`src/rtl/ex_stage.sv`:
```
// Execute stage of the five-stage MIPS pipeline: operand forwarding, ALU and
// the EX/MEM pipeline register with stall (hold) and flush (bubble) control.
module ex_stage #(
  parameter int DATA_W     = 32,
  parameter int REG_ADDR_W = 5
) (
  input  logic                  clk,
  input  logic                  rst_n,
  input  logic                  stall,
  input  logic                  flush,
  input  logic                  id_valid,
  input  logic [2:0]            id_alu_control,
  input  logic                  id_alu_src,
  input  logic [DATA_W-1:0]     id_rs_data,
  input  logic [DATA_W-1:0]     id_rt_data,
  input  logic [DATA_W-1:0]     id_imm,
  input  logic [REG_ADDR_W-1:0] id_rd_addr,
  input  logic                  id_reg_write,
  input  logic                  id_mem_read,
  input  logic                  id_mem_write,
  input  logic                  id_mem_to_reg,
  input  logic [1:0]            fwd_a,
  input  logic [1:0]            fwd_b,
  input  logic [DATA_W-1:0]     wb_fwd_data,
  output logic                  ex_valid,
  output logic [DATA_W-1:0]     ex_alu_result,
  output logic                  ex_zero,
  output logic                  ex_overflow,
  output logic [DATA_W-1:0]     ex_store_data,
  output logic [REG_ADDR_W-1:0] ex_rd_addr,
  output logic                  ex_reg_write,
  output logic                  ex_mem_read,
  output logic                  ex_mem_write,
  output logic                  ex_mem_to_reg
);

  localparam int MSB = DATA_W - 1;

  localparam logic [2:0] ALU_AND = 3'b000;
  localparam logic [2:0] ALU_OR  = 3'b001;
  localparam logic [2:0] ALU_ADD = 3'b010;
  localparam logic [2:0] ALU_SUB = 3'b110;
  localparam logic [2:0] ALU_SLT = 3'b111;

  localparam logic [1:0] FWD_REG = 2'b00;
  localparam logic [1:0] FWD_WB  = 2'b01;
  localparam logic [1:0] FWD_MEM = 2'b10;

  // Whole EX/MEM payload; an all-zero value is a bubble.
  typedef struct packed {
    logic                  valid;
    logic                  reg_write;
    logic                  mem_read;
    logic                  mem_write;
    logic                  mem_to_reg;
    logic [REG_ADDR_W-1:0] rd_addr;
    logic                  zero;
    logic                  overflow;
    logic [DATA_W-1:0]     alu_result;
    logic [DATA_W-1:0]     store_data;
  } ex_mem_t;

  ex_mem_t ex_mem_q;
  ex_mem_t ex_mem_d;

  // Select 11 is reserved and falls back to the register-file value.
  function automatic logic [DATA_W-1:0] fwd_mux(
    input logic [1:0]        sel,
    input logic [DATA_W-1:0] reg_val,
    input logic [DATA_W-1:0] mem_val,
    input logic [DATA_W-1:0] wb_val
  );
    case (sel)
      FWD_MEM: fwd_mux = mem_val;
      FWD_WB:  fwd_mux = wb_val;
      FWD_REG: fwd_mux = reg_val;
      default: fwd_mux = reg_val;
    endcase
  endfunction

  logic [DATA_W-1:0] op_a;
  logic [DATA_W-1:0] rt_fwd;
  logic [DATA_W-1:0] op_b;
  logic [DATA_W-1:0] sum;
  logic [DATA_W-1:0] diff;
  logic [DATA_W-1:0] alu_result;
  logic              alu_overflow;
  logic              slt;

  // The EX/MEM forward path reads the registered result only, so a stalled
  // stage simply re-presents the held value without a combinational loop.
  assign op_a   = fwd_mux(fwd_a, id_rs_data, ex_mem_q.alu_result, wb_fwd_data);
  assign rt_fwd = fwd_mux(fwd_b, id_rt_data, ex_mem_q.alu_result, wb_fwd_data);
  assign op_b   = id_alu_src ? id_imm : rt_fwd;

  assign sum  = op_a + op_b;
  assign diff = op_a - op_b;
  assign slt  = $signed(op_a) < $signed(op_b);

  always_comb begin
    // NOTE: every output of a combinational block gets a default first so no
    // path leaves it unassigned and infers a latch.
    alu_result   = '0;
    alu_overflow = 1'b0;
    case (id_alu_control)
      ALU_ADD: begin
        alu_result   = sum;
        alu_overflow = (op_a[MSB] == op_b[MSB]) && (sum[MSB] != op_a[MSB]);
      end
      ALU_SUB: begin
        alu_result   = diff;
        alu_overflow = (op_a[MSB] != op_b[MSB]) && (diff[MSB] != op_a[MSB]);
      end
      ALU_AND: alu_result = op_a & op_b;
      ALU_OR:  alu_result = op_a | op_b;
      ALU_SLT: alu_result = {{(DATA_W-1){1'b0}}, slt};
      default: alu_result = '0;
    endcase
  end

  // Flush wins over stall; an invalid ID/EX slot loads the same bubble.
  always_comb begin
    ex_mem_d = ex_mem_q;
    if (flush) begin
      ex_mem_d = '0;
    end else if (stall) begin
      ex_mem_d = ex_mem_q;
    end else if (!id_valid) begin
      ex_mem_d = '0;
    end else begin
      ex_mem_d.valid      = 1'b1;
      ex_mem_d.reg_write  = id_reg_write;
      ex_mem_d.mem_read   = id_mem_read;
      ex_mem_d.mem_write  = id_mem_write;
      ex_mem_d.mem_to_reg = id_mem_to_reg;
      ex_mem_d.rd_addr    = id_rd_addr;
      ex_mem_d.zero       = (alu_result == '0);
      ex_mem_d.overflow   = alu_overflow;
      ex_mem_d.alu_result = alu_result;
      ex_mem_d.store_data = rt_fwd;
    end
  end

  // NOTE: sequential state uses non-blocking assignments so every register
  // samples its pre-edge inputs; the whole payload is reset because outputs
  // must read as zero the moment rst_n falls.
  always_ff @(posedge clk or negedge rst_n) begin
    if (!rst_n) begin
      ex_mem_q <= '0;
    end else begin
      ex_mem_q <= ex_mem_d;
    end
  end

  assign ex_valid      = ex_mem_q.valid;
  assign ex_alu_result = ex_mem_q.alu_result;
  assign ex_zero       = ex_mem_q.zero;
  assign ex_overflow   = ex_mem_q.overflow;
  assign ex_store_data = ex_mem_q.store_data;
  assign ex_rd_addr    = ex_mem_q.rd_addr;
  assign ex_reg_write  = ex_mem_q.reg_write;
  assign ex_mem_read   = ex_mem_q.mem_read;
  assign ex_mem_write  = ex_mem_q.mem_write;
  assign ex_mem_to_reg = ex_mem_q.mem_to_reg;

endmodule

```
`config.mk`:
```
export PLATFORM = sky130hd
export DESIGN_NAME = ex_stage
export DESIGN_NICKNAME = d
export VERILOG_FILES = /design/src/rtl/ex_stage.sv
export SDC_FILE = /design/constraint.sdc
export NUM_CORES = 1
export LEC_CHECK = 0
export BUFFER_PORTS_ARGS = -buffer_cell sky130_fd_sc_hd__buf_2
export CAP_MARGIN = 25
export CORE_MARGIN = 5
export CORE_UTILIZATION = 40
export CTS_CLUSTER_DIAMETER = 100
export DETAILED_ROUTE_END_ITERATION = 7
export PLACE_DENSITY = 0.59
export SYNTH_ARGS = -nofsm -noshare
export SYNTH_HDL_FRONTEND = slang
export SYNTH_SLANG_ARGS = --single-unit
export TNS_END_PERCENT = 5
```
`constraint.sdc`:
```
create_clock -name clk -period 4.5 [get_ports clk]
set_input_delay 0 -clock clk [delete_from_list [all_inputs] [get_ports clk]]
set_output_delay 0 -clock clk [all_outputs]
set_load 0.05 [all_outputs]
```
# Word level (Yosys, flattened, before mapping)

Index checks and enable logic that the tools add are counted.

Register bits: 76
Input port bits: 150
Output and inout bits: 76
Word-level logic and storage cells: 40

Add/sub/neg operators: 2
Magnitude comparators: 1
Eq/ne operators: 13
Muxes and demuxes: 8
Bitwise gates (word level): 2
Reduce and logical (&&, ||, !) cells: 4

Operators by type and width:

| cell                                                                  | count |
|---|---|
| 76-bit two-way mux                                                    | 3 |
| 32-bit one-hot mux with 5 select lines                                | 1 |
| 32-bit one-hot mux with 2 select lines                                | 2 |
| 32-bit adder                                                          | 1 |
| 32-bit AND                                                            | 1 |
| 32-bit zero test                                                      | 1 |
| 32-bit < comparator                                                   | 1 |
| 32-bit two-way mux                                                    | 1 |
| 32-bit OR                                                             | 1 |
| 32-bit subtractor                                                     | 1 |
| 3-bit equality test, second input constant                            | 2 |
| 2-bit by 1-bit equality test with 1-bit output, second input constant | 2 |
| 2-bit equality test, second input constant                            | 2 |
| 3-bit by 1-bit equality test with 1-bit output, second input constant | 1 |
| 3-bit by 2-bit equality test with 1-bit output, second input constant | 1 |
| 3-bit zero test                                                       | 1 |
| 1-bit != test                                                         | 3 |
| 1-bit logical AND                                                     | 2 |
| 2-bit by 1-bit != test with 1-bit output, second input constant       | 1 |
| 1-bit one-hot mux with 2 select lines                                 | 1 |
| 1-bit equality test                                                   | 1 |

# Depth between registers and ports, before layout

Gate-level depths: netlist of run 1.

Depth in word-level cells: 10
Gate-level depth with buffers: 22

# Worst setup path after synthesis of run 1

No wires, ideal clock.

Kind: input-to-reg
Start: in fwd_b[0]
End: reg ex_mem_q, in the netlist ex_zero
Arrival: 4.217 ns
Slack: 0.206 ns
Stages on the path: 21
Buffers on the path: 2
Cell sequence: inv_1 ha_1 clkbuf_1 buf_1 a21oi_1 o21ai_0 ha_1 inv_1 fa_1 nor3b_4 o311ai_2 o311ai_4 nand3_4 a311oi_1 a2111o_1 and2_1 nor4_1 nand4_2 nor4_2 nand4_1 o21ai_1

Cells in the longest elaborated chain, start to end: 9
Elaborated cells between the ends (all ways): 14
Classes of those cells: add/sub: 2; order compare: 1; eq/ne: 2; mux: 6; bitwise: 2; reduce/logical: 1

RTL lines:

| what                                                                                         | line | text |
|---|---|---|
| start, declared                                                                              | 23   | `input logic [1:0] fwd_b,` |
| 2-bit by 1-bit equality test with 1-bit output / 2-bit equality test (equally long branches) | 73   | `case (sel)` |
| 32-bit one-hot mux with 2 select lines *                                                     | 73   |  |
| 32-bit two-way mux *                                                                         | 94   | `assign op_b = id_alu_src ? id_imm : rt_fwd;` |
| 32-bit subtractor, or another cell as far along                                              | 97   | `assign diff = op_a - op_b;` |
| 32-bit one-hot mux with 5 select lines *                                                     | 105  | `case (id_alu_control)` |
| 32-bit zero test *                                                                           | 137  | `ex_mem_d.zero = (alu_result == '0);` |
| 76-bit two-way mux *                                                                         | 128  | `end else if (!id_valid) begin` |
| 76-bit two-way mux *                                                                         | 126  | `end else if (stall) begin` |
| 76-bit two-way mux *                                                                         | 124  | `if (flush) begin` |
| end signal, assigned                                                                         | 151  | `ex_mem_q <= ex_mem_d;` |
| end, declared                                                                                | 63   | `ex_mem_t ex_mem_q;` |

Every way passes the cells marked *; elsewhere a longest branch is shown, timed or not. The select of a mux whose other input is x is not followed.
A chain may end at the register's enable or synchronous reset.

# Worst setup path after layout of run 1

Start: reg ex_mem_q, in the netlist ex_alu_result[3]
End: reg ex_mem_q, in the netlist ex_zero

Cells in the longest elaborated chain, start to end: 8
Elaborated cells between the ends (all ways): 13
Classes of those cells: add/sub: 2; order compare: 1; mux: 7; bitwise: 2; reduce/logical: 1

RTL lines:

| what                                            | line |
|---|---|
| 32-bit one-hot mux with 2 select lines          | 73 |
| 32-bit two-way mux                              | 94 |
| 32-bit subtractor, or another cell as far along | 97 |
| 32-bit one-hot mux with 5 select lines *        | 105 |
| 32-bit zero test *                              | 137 |
| 76-bit two-way mux *                            | 128 |
| 76-bit two-way mux *                            | 126 |
| 76-bit two-way mux *                            | 124 |

Marks and branches as above.

==> results of run 1 <==
==> routing by layer <==
metal  track usage [%]  vias to the layer above  part of all wire, %
met1              43.7                     5555                   46
met3              3.67                       62                  8.0
met5                 0                        -                0.030
li1                  -                     5598                    -
met4              7.07                        2                  1.8
met2              46.6                      561                   45
==> cell type report <==
class                   count  area [sq um]
fillers                  2316          9950
clock inverters             5          58.8
multi-input cells        1014          6920
well taps                 319           399
inverters                 131           492
flip-flops and latches     76          1900
clock buffers              11           253
repair buffers            531          3570
==> cell usage after synthesis (all sizes together), types with 5 or more instances <==
cell     number  area (sq um)
a211o         5          43.8
a211oi        8          65.1
a21oi       110           558
a22o         26           229
a22oi        74           561
a31oi         9          56.3
and2          6          38.8
buf          38           258
clkbuf       57           225
dfrtp        76          1900
ha          100          1250
inv         130           488
mux2i        32           320
nand2       156           586
nand2b       10          62.6
nand3        20           113
nand4        18           119
nor2         92           348
nor2b         7          43.8
nor3         15          80.1
nor4         10          68.8
o2111ai       5          43.8
o211ai       11          87.6
o21a          9          67.6
o21ai       158           791
o22ai        11          68.8
o311ai        6          77.6
o31ai        14           110
o41ai         5          43.8
xnor2        23           201
==> cell usage in the layout, fill, tap and decap left out, types with 5 or more instances in the layout <==
cell and count:
o31ai_1 12, o21ai_0 143, o22ai_1 11, o21ai_1 13, a211o_1 5, a31oi_1 9
nor3_1 14, a22oi_1 70, mux2i_1 32, nor4_1 5, buf_2 224, nand4_1 17
a22o_1 25, nor2_1 91, o211ai_1 10, a21oi_1 105, a21oi_2 5, nand2_1 156
dfrtp_1 76, inv_1 129, o21a_1 9, ha_2 9, xnor2_1 23, ha_1 90
a211oi_1 6, nand2b_1 10, buf_4 273, clkbuf_16 9, dlygate4sd3_1 28, buf_12 6
nand3_1 19, and2_1 5, nor2b_1 5
==> cell families (layout without fill, tap and decap cells) <==
kind of cell,count (synthesis),count (layout)
XOR/XNOR,27,27
flip-flops,76,76
multiplexers,35,35
buffers and inverters,227,678
AO/OA/AOI/OAI,494,494
adder cells (fa/ha/maj),102,102
AND/OR/NAND/NOR,356,356
==> worst max-delay path: stages, from the launching register on <==
cell and delay (ns):
dfrtp_1 0.42, a22oi_1 0.18, nor2_1 0.07, a21oi_1 0.17
o21ai_0 0.16, ha_2 0.43, nor3b_4 0.28, buf_4 0.17
nor4_4 0.04, or3_1 0.37, a32oi_2 0.25, or4b_1 0.47
nor3_2 0.24, o2111ai_2 0.18, nor4_2 0.23, nand4_2 0.19
nor4_4 0.28, nand4_1 0.12, o21ai_1 0.13
==> path summary, 6_finish.rpt <==
path                                   start           endpoint  slack [ns]  cells after the start
max in group asynchronous              rst_n   ex_alu_result[1]        3.34                      3
setup / recovery            ex_alu_result[3]            ex_zero        0.02                     18
setup reg to reg            ex_alu_result[3]            ex_zero        0.02                     18
hold reg to reg            ex_store_data[23]  ex_store_data[23]        0.47                      2
min in group asynchronous              rst_n  ex_alu_result[10]        0.11                      2
hold / removal                 id_rt_data[2]   ex_store_data[2]        0.01                      3
==> where the power goes <==
part | total (mW) | internal, mW | switching (mW) | leakage [nW]
Clock | 0.793 | 0.462 | 0.331 | 0.148
Combinational | 2.11 | 0.903 | 1.21 | 5.48
Sequential | 0.727 | 0.707 | 0.0197 | 1.05
Total | 3.63 | 2.07 | 1.56 | 6.68
==> what timing repair did <==
item                                    in CTS  in global routing
hold buffers                                28                  0
endpoints found under the hold margin       51                  0
endpoints found under the setup margin       1                  4
pin swaps                                    3                 17
buffers inserted                             0                 10
resized for setup                            6                 44
==> flow_summary_export.csv, run 1 <==
group,metric,value,unit
yosys,yosys.cell_types.count,91,
placed_design,dp_hpwl,34500,um
sta,post-route-period-util,99.5,%
global_routing,grt_overflow,0,
placed_design,pre_cts_ws,-0.445,ns
clocking,htree_num_levels,3,
sta,setup-violations-final,0,
sta,clock_skew,0.0129,ns
floorplanning,start_util,40.8,%
status,outcome,"finished, final reports clean",
yosys,synth_top_family_by_area,"compound AO/OA/AOI/OAI gates",
clocking,cts_buffer_depth,2,
yosys,avgSynthCellArea,7.30,sq um
global_routing,grt_pass1_wl,63400,um
power,power,3.63,mW
floorplanning,rows,56,
yosys,syn-instance-count,1317,
detailed_routing,wl_per_cell,20.4,um
clocking,cts_inserted_buffers,9,
sta,fin_ws,0.0206,ns
placed_design,placed_area,12700,sq um
yosys,synth_compound_area_share,33.3,%
worst_hold_path,hp-class,"in2reg",
final_layout,area_growth,41.4,%
yosys,yosysSeqAreaShare,19.8,%
yosys,muxShareOfSynthArea,3.68,%
yosys,yosys.area_share.xor_xnor,2.46,%
global_routing,grt_pass1_vias,11200,
sta,worst_slew_pin_slew,0.750,ns
placed_design,gp_congestion,1.00,
final_layout,finalNonFillerCells,2087,
placed_design,port_buffers,225,
power,vdd_drop_max,0.000163,V
clocking,cts_root_buf,"clkbuf_16",
detailed_routing,detail_route.iter0.violations,1147,
global_routing,antenna_found_initial,1,
floorplanning,die-area,27200,sq um
yosys,synth-warning-count,0,
clocking,clock_latency,0.35,ns
sta,rsz0062_at_grt,"yes",
final_layout,diodes,0,
global_routing,grt_util_all_layers,29.8,%
yosys,synth-simple-area-share,17.1,%
worst_setup_path,cp.arrival,4.76,ns
worst_setup_path,critPathCaptureType,"flop",
placed_design,dp_cells,2033,
sta,period_minus_slack,4.48,ns
detailed_routing,routed_wl,42600,um
detailed_routing,drc,0,
yosys,syn_area,9610,sq um
final_layout,fin_area,13600,sq um
worst_setup_path,path_max_fanout,7,
sta,timing.hold.ws,0.00989,ns
flow_run,maxCapViolations,0,
sta,relSlewSlack,49.5,%
yosys,syn-num-nets,1569,
worst_setup_path,worstSetupPathType,"reg2reg",
floorplanning,die_w,165,um
global_routing,grt_max_degree,53,
clocking,cts_tree,"done",
power,power_density,267,nW/um^2
detailed_routing,viasPerCell,5.64,
final_layout,drive_gt1_share,32.9,%
yosys,synthAdderAreaFrac,13.4,%
yosys,synthArstFlopShare,100,%
floorplanning,core-area,23500,sq um
power,leakage,6.68,nW
final_layout,postLayoutCoreUtil,57.7,%
clocking,clk_pin_slew,0.07,ns
worst_setup_path,required,4.78,ns
sta,setup_tns,0,ns
yosys,ys.flop_type,"dfrtp_1",
sta,hold_viol,0,
floorplanning,die_y,165,um
yosys,synth-edff-count,0,
detailed_routing,drt_pre_antenna_iters,8,
sta,final_max_slew_viol_count,0,
yosys,synth.ff_latch_count,76,
detailed_routing,via_count,11800,
detailed_routing,ant_nets,0,
sta,fmax,0.223,GHz
floorplanning,pin_count,226,
worst_setup_path,crit_path_start_kind,"flop",
final_layout,fin_nets,2015,
clocking,clock-sinks,76,
Note: power is estimated with default switching activity, not from simulation.
==> run 2, diff against run 1 <==
==> constraint.sdc (replaced) <==
create_clock -name clk -period 4.5 [get_ports clk]
set_input_delay 1.125 -clock clk [delete_from_list [all_inputs] [get_ports clk]]
set_output_delay 1.125 -clock clk [all_outputs]
set_load 0.05 [all_outputs]
==> flow_summary_export.csv, run 2 (synthesized netlist as in run 1, its figures left out) <==
group,metric,value,unit
status,outcome,"finished, violations left",
status,violations,"negative setup slack",
sta,setup-violations-final,15,
sta,fin_ws,-0.590,ns
detailed_routing,viasPerCell,5.53,
final_layout,drive_gt1_share,44.2,%
worst_setup_path,critPathCaptureType,"flop",
sta,worst_slew_pin_slew,0.981,ns
sta,fmax,0.196,GHz
worst_setup_path,max_stage_delay,0.37,ns
placed_design,port_buffers,225,
worst_setup_path,critPathBufInv,5,
worst_setup_path,worstSetupPathType,"in2reg",
final_layout,area_growth,58.3,%
final_layout,regArea,1900,sq um
final_layout,multi_input_area,7480,sq um
clocking,clock_latency,0.35,ns
power,seqPwrFrac,18.0,%
final_layout,layout_common_cells,"435 x buf_4, 223 x buf_2, 154 x nand2_1",
worst_setup_path,critPathTopFamily,"compound AO/OA/AOI/OAI gates",
detailed_routing,drc,0,
detailed_routing,ant_nets,0,
final_layout,layout_commonest_cell,"buf_4",
floorplanning,die_w,165,um
power,vdd_drop_max,0.000175,V
power,leakage,7.49,nW
placed_design,gp_congestion,0.992,
worst_setup_path,slowest_stage,"a311o_1",
sta,final_max_slew_viol_count,0,
clocking,cts_inserted_buffers,9,
sta,timing.hold.ws,0.472,ns
detailed_routing,drt_pre_antenna_iters,6,
final_layout,fin_nets,2157,
clocking,cts_root_buf,"clkbuf_16",
power,pwr-share-clk,19.8,%
global_routing,antenna_found_initial,0,
power,p_comb_share,62.2,%
floorplanning,die_y,165,um
sta,hold_viol,0,
worst_hold_path,hp-class,"reg2reg",
detailed_routing,via_count,12300,
worst_setup_path,r2r_start,"ex_alu_result[7]",
power,switching_power,1.71,mW
sta,clock_skew,0.0164,ns
detailed_routing,routed_wl,45600,um
worst_setup_path,path_max_fanout,8,
sta,rsz0062_at_grt,"yes",
worst_hold_path,hold_path_startpoint,"ex_store_data[8]",
clocking,cts_buffer_depth,2,
worst_setup_path,crit_path_start_kind,"input port",
global_routing,grt_overflow,0,
power,power_density,265,nW/um^2
global_routing,grt_util_all_layers,32.1,%
worst_setup_path,r2r_end,"ex_zero",
placed_design,dp_hpwl,36400,um
power,power,4.03,mW
clocking,clk_pin_slew,0.07,ns
detailed_routing,wl_per_cell,20.5,um
flow_run,maxCapViolations,0,
clocking,htree_num_levels,3,
worst_hold_path,worst_hold_path.endpoint,"ex_store_data[8]",
clocking,cts_tree,"done",
worst_hold_path,hold_depth,2,
worst_setup_path,required,4.78,ns
global_routing,grt_max_degree,55,
worst_setup_path,critPathLaunch,"fwd_b[0]",
power,p_int,2.32,mW
floorplanning,pin_count,226,
sta,relSlewSlack,34.5,%
detailed_routing,detail_route.iter0.violations,1122,
sta,period_minus_slack,5.09,ns
sta,post-route-period-util,113,%
global_routing,grt_pass1_wl,68100,um
worst_setup_path,r2r_slack,0.23,ns
power,switching_share,42.4,%
clocking,clock-sinks,76,
floorplanning,core-area,23500,sq um
floorplanning,rows,56,
floorplanning,die-area,27200,sq um
worst_setup_path,reg2reg_depth,17,
final_layout,num-fill-cells,2180,
final_layout,diodes,0,
floorplanning,start_util,40.8,%
worst_setup_path,crit_chain,"buf_6 -> inv_2 -> ha_4 -> bufbuf_16 -> nor2_2 -> a21oi_2 -> o21ai_2 -> ha_4 -> buf_4 -> and4_2 -> a311o_1 -> o21a_1 -> nor2_2 -> o21ai_1 -> a221oi_1 -> o211ai_1 -> a211oi_1 -> buf_4 -> nand4_2 -> nor4_4 -> nand4_1 -> o21ai_1",
worst_setup_path,cp.arrival,5.36,ns
global_routing,grt_pass1_vias,12200,
run 2: cell count changes in the layout (fill, tap and decap cells not counted), sizes merged:
cell | previous run | this run
dlygate4sd3 | 28 | 0
buf | 503 | 672
bufbuf | 0 | 1
run 2: worst max path at each step:
stage,endpoint,slack (ns),cells after the start
global placement,ex_zero,-1.30,23
CTS,ex_zero,-0.58,23
floorplan,ex_zero,-0.38,22
detailed placement,ex_zero,-1.30,23
finish,ex_zero,-0.59,22
global route,ex_zero,-0.71,27
run 2: through the flow:
step / worst slack, ns / setup TNS, ns / instance area [sq um] / util, % / instances
floorplan: -0.382 / -0.681 / 9750 / - / 1317
global placement: -1.30 / -19.06 / 13900 / 59.1 / 2181
detailed placement: -1.30 / -18.57 / 13900 / 59.1 / 2181
CTS: -0.576 / -4.25 / 14700 / 62.5 / 2219
global route: -0.705 / -6.45 / 15200 / 64.6 / 2229
finish: -0.590 / -3.68 / 15200 / 64.6 / 2229
run 2: worst register-to-register path: stages (launching register included):
cell	delay [ns]
dfrtp_1	0.34
buf_4	0.12
a22oi_1	0.05
o21ai_0	0.76
ha_4	0.36
nor2_2	0.16
o311ai_4	0.14
o311ai_4	0.33
nand3_4	0.13
a2111oi_4	0.29
buf_4	0.20
o31ai_4	0.09
a211oi_2	0.23
o41ai_2	0.11
a2111o_1	0.34
nor4_4	0.30
nand4_1	0.12
o21ai_1	0.14
run 2: area by class of cell:
class                   instances  share of cell area [%]
multi-input cells            1014                    49.2
repair buffers                673                    30.4
flip-flops and latches         76                    12.5
inverters                     131                    3.25
well taps                     319                    2.62
clock buffers                  11                    1.66
clock inverters                 5                   0.387
run 2: power by group through the flow:
stage	Sequential [mW]	Clock, mW	Combinational [mW]
2_1_floorplan	0.824	0	1.05
3_3_place_gp	0.739	0	2.21
3_5_place_dp	0.740	0	2.21
4_1_cts	0.727	0.812	2.34
5_1_grt	0.730	0.826	2.68
6_report	0.728	0.798	2.51
run 2: metal layers:
layer / share of wire (%) / track usage [%] / wire length [um]
met2: 45 / 51.9 / 20700
met4: 1.9 / 7.64 / 852
met3: 8.1 / 5.22 / 3680
met1: 45 / 44.9 / 20400
met5: 0 / 0 / 0
run 2: timing repair:
action                     in CTS  in global routing
hold endpoints to repair        0                  0
cloned                          1                  0
hold buffers                    0                  0
setup endpoints to repair      21                 25
resized for setup              75                102
pin swaps                      38                 34
buffers inserted               21                 10
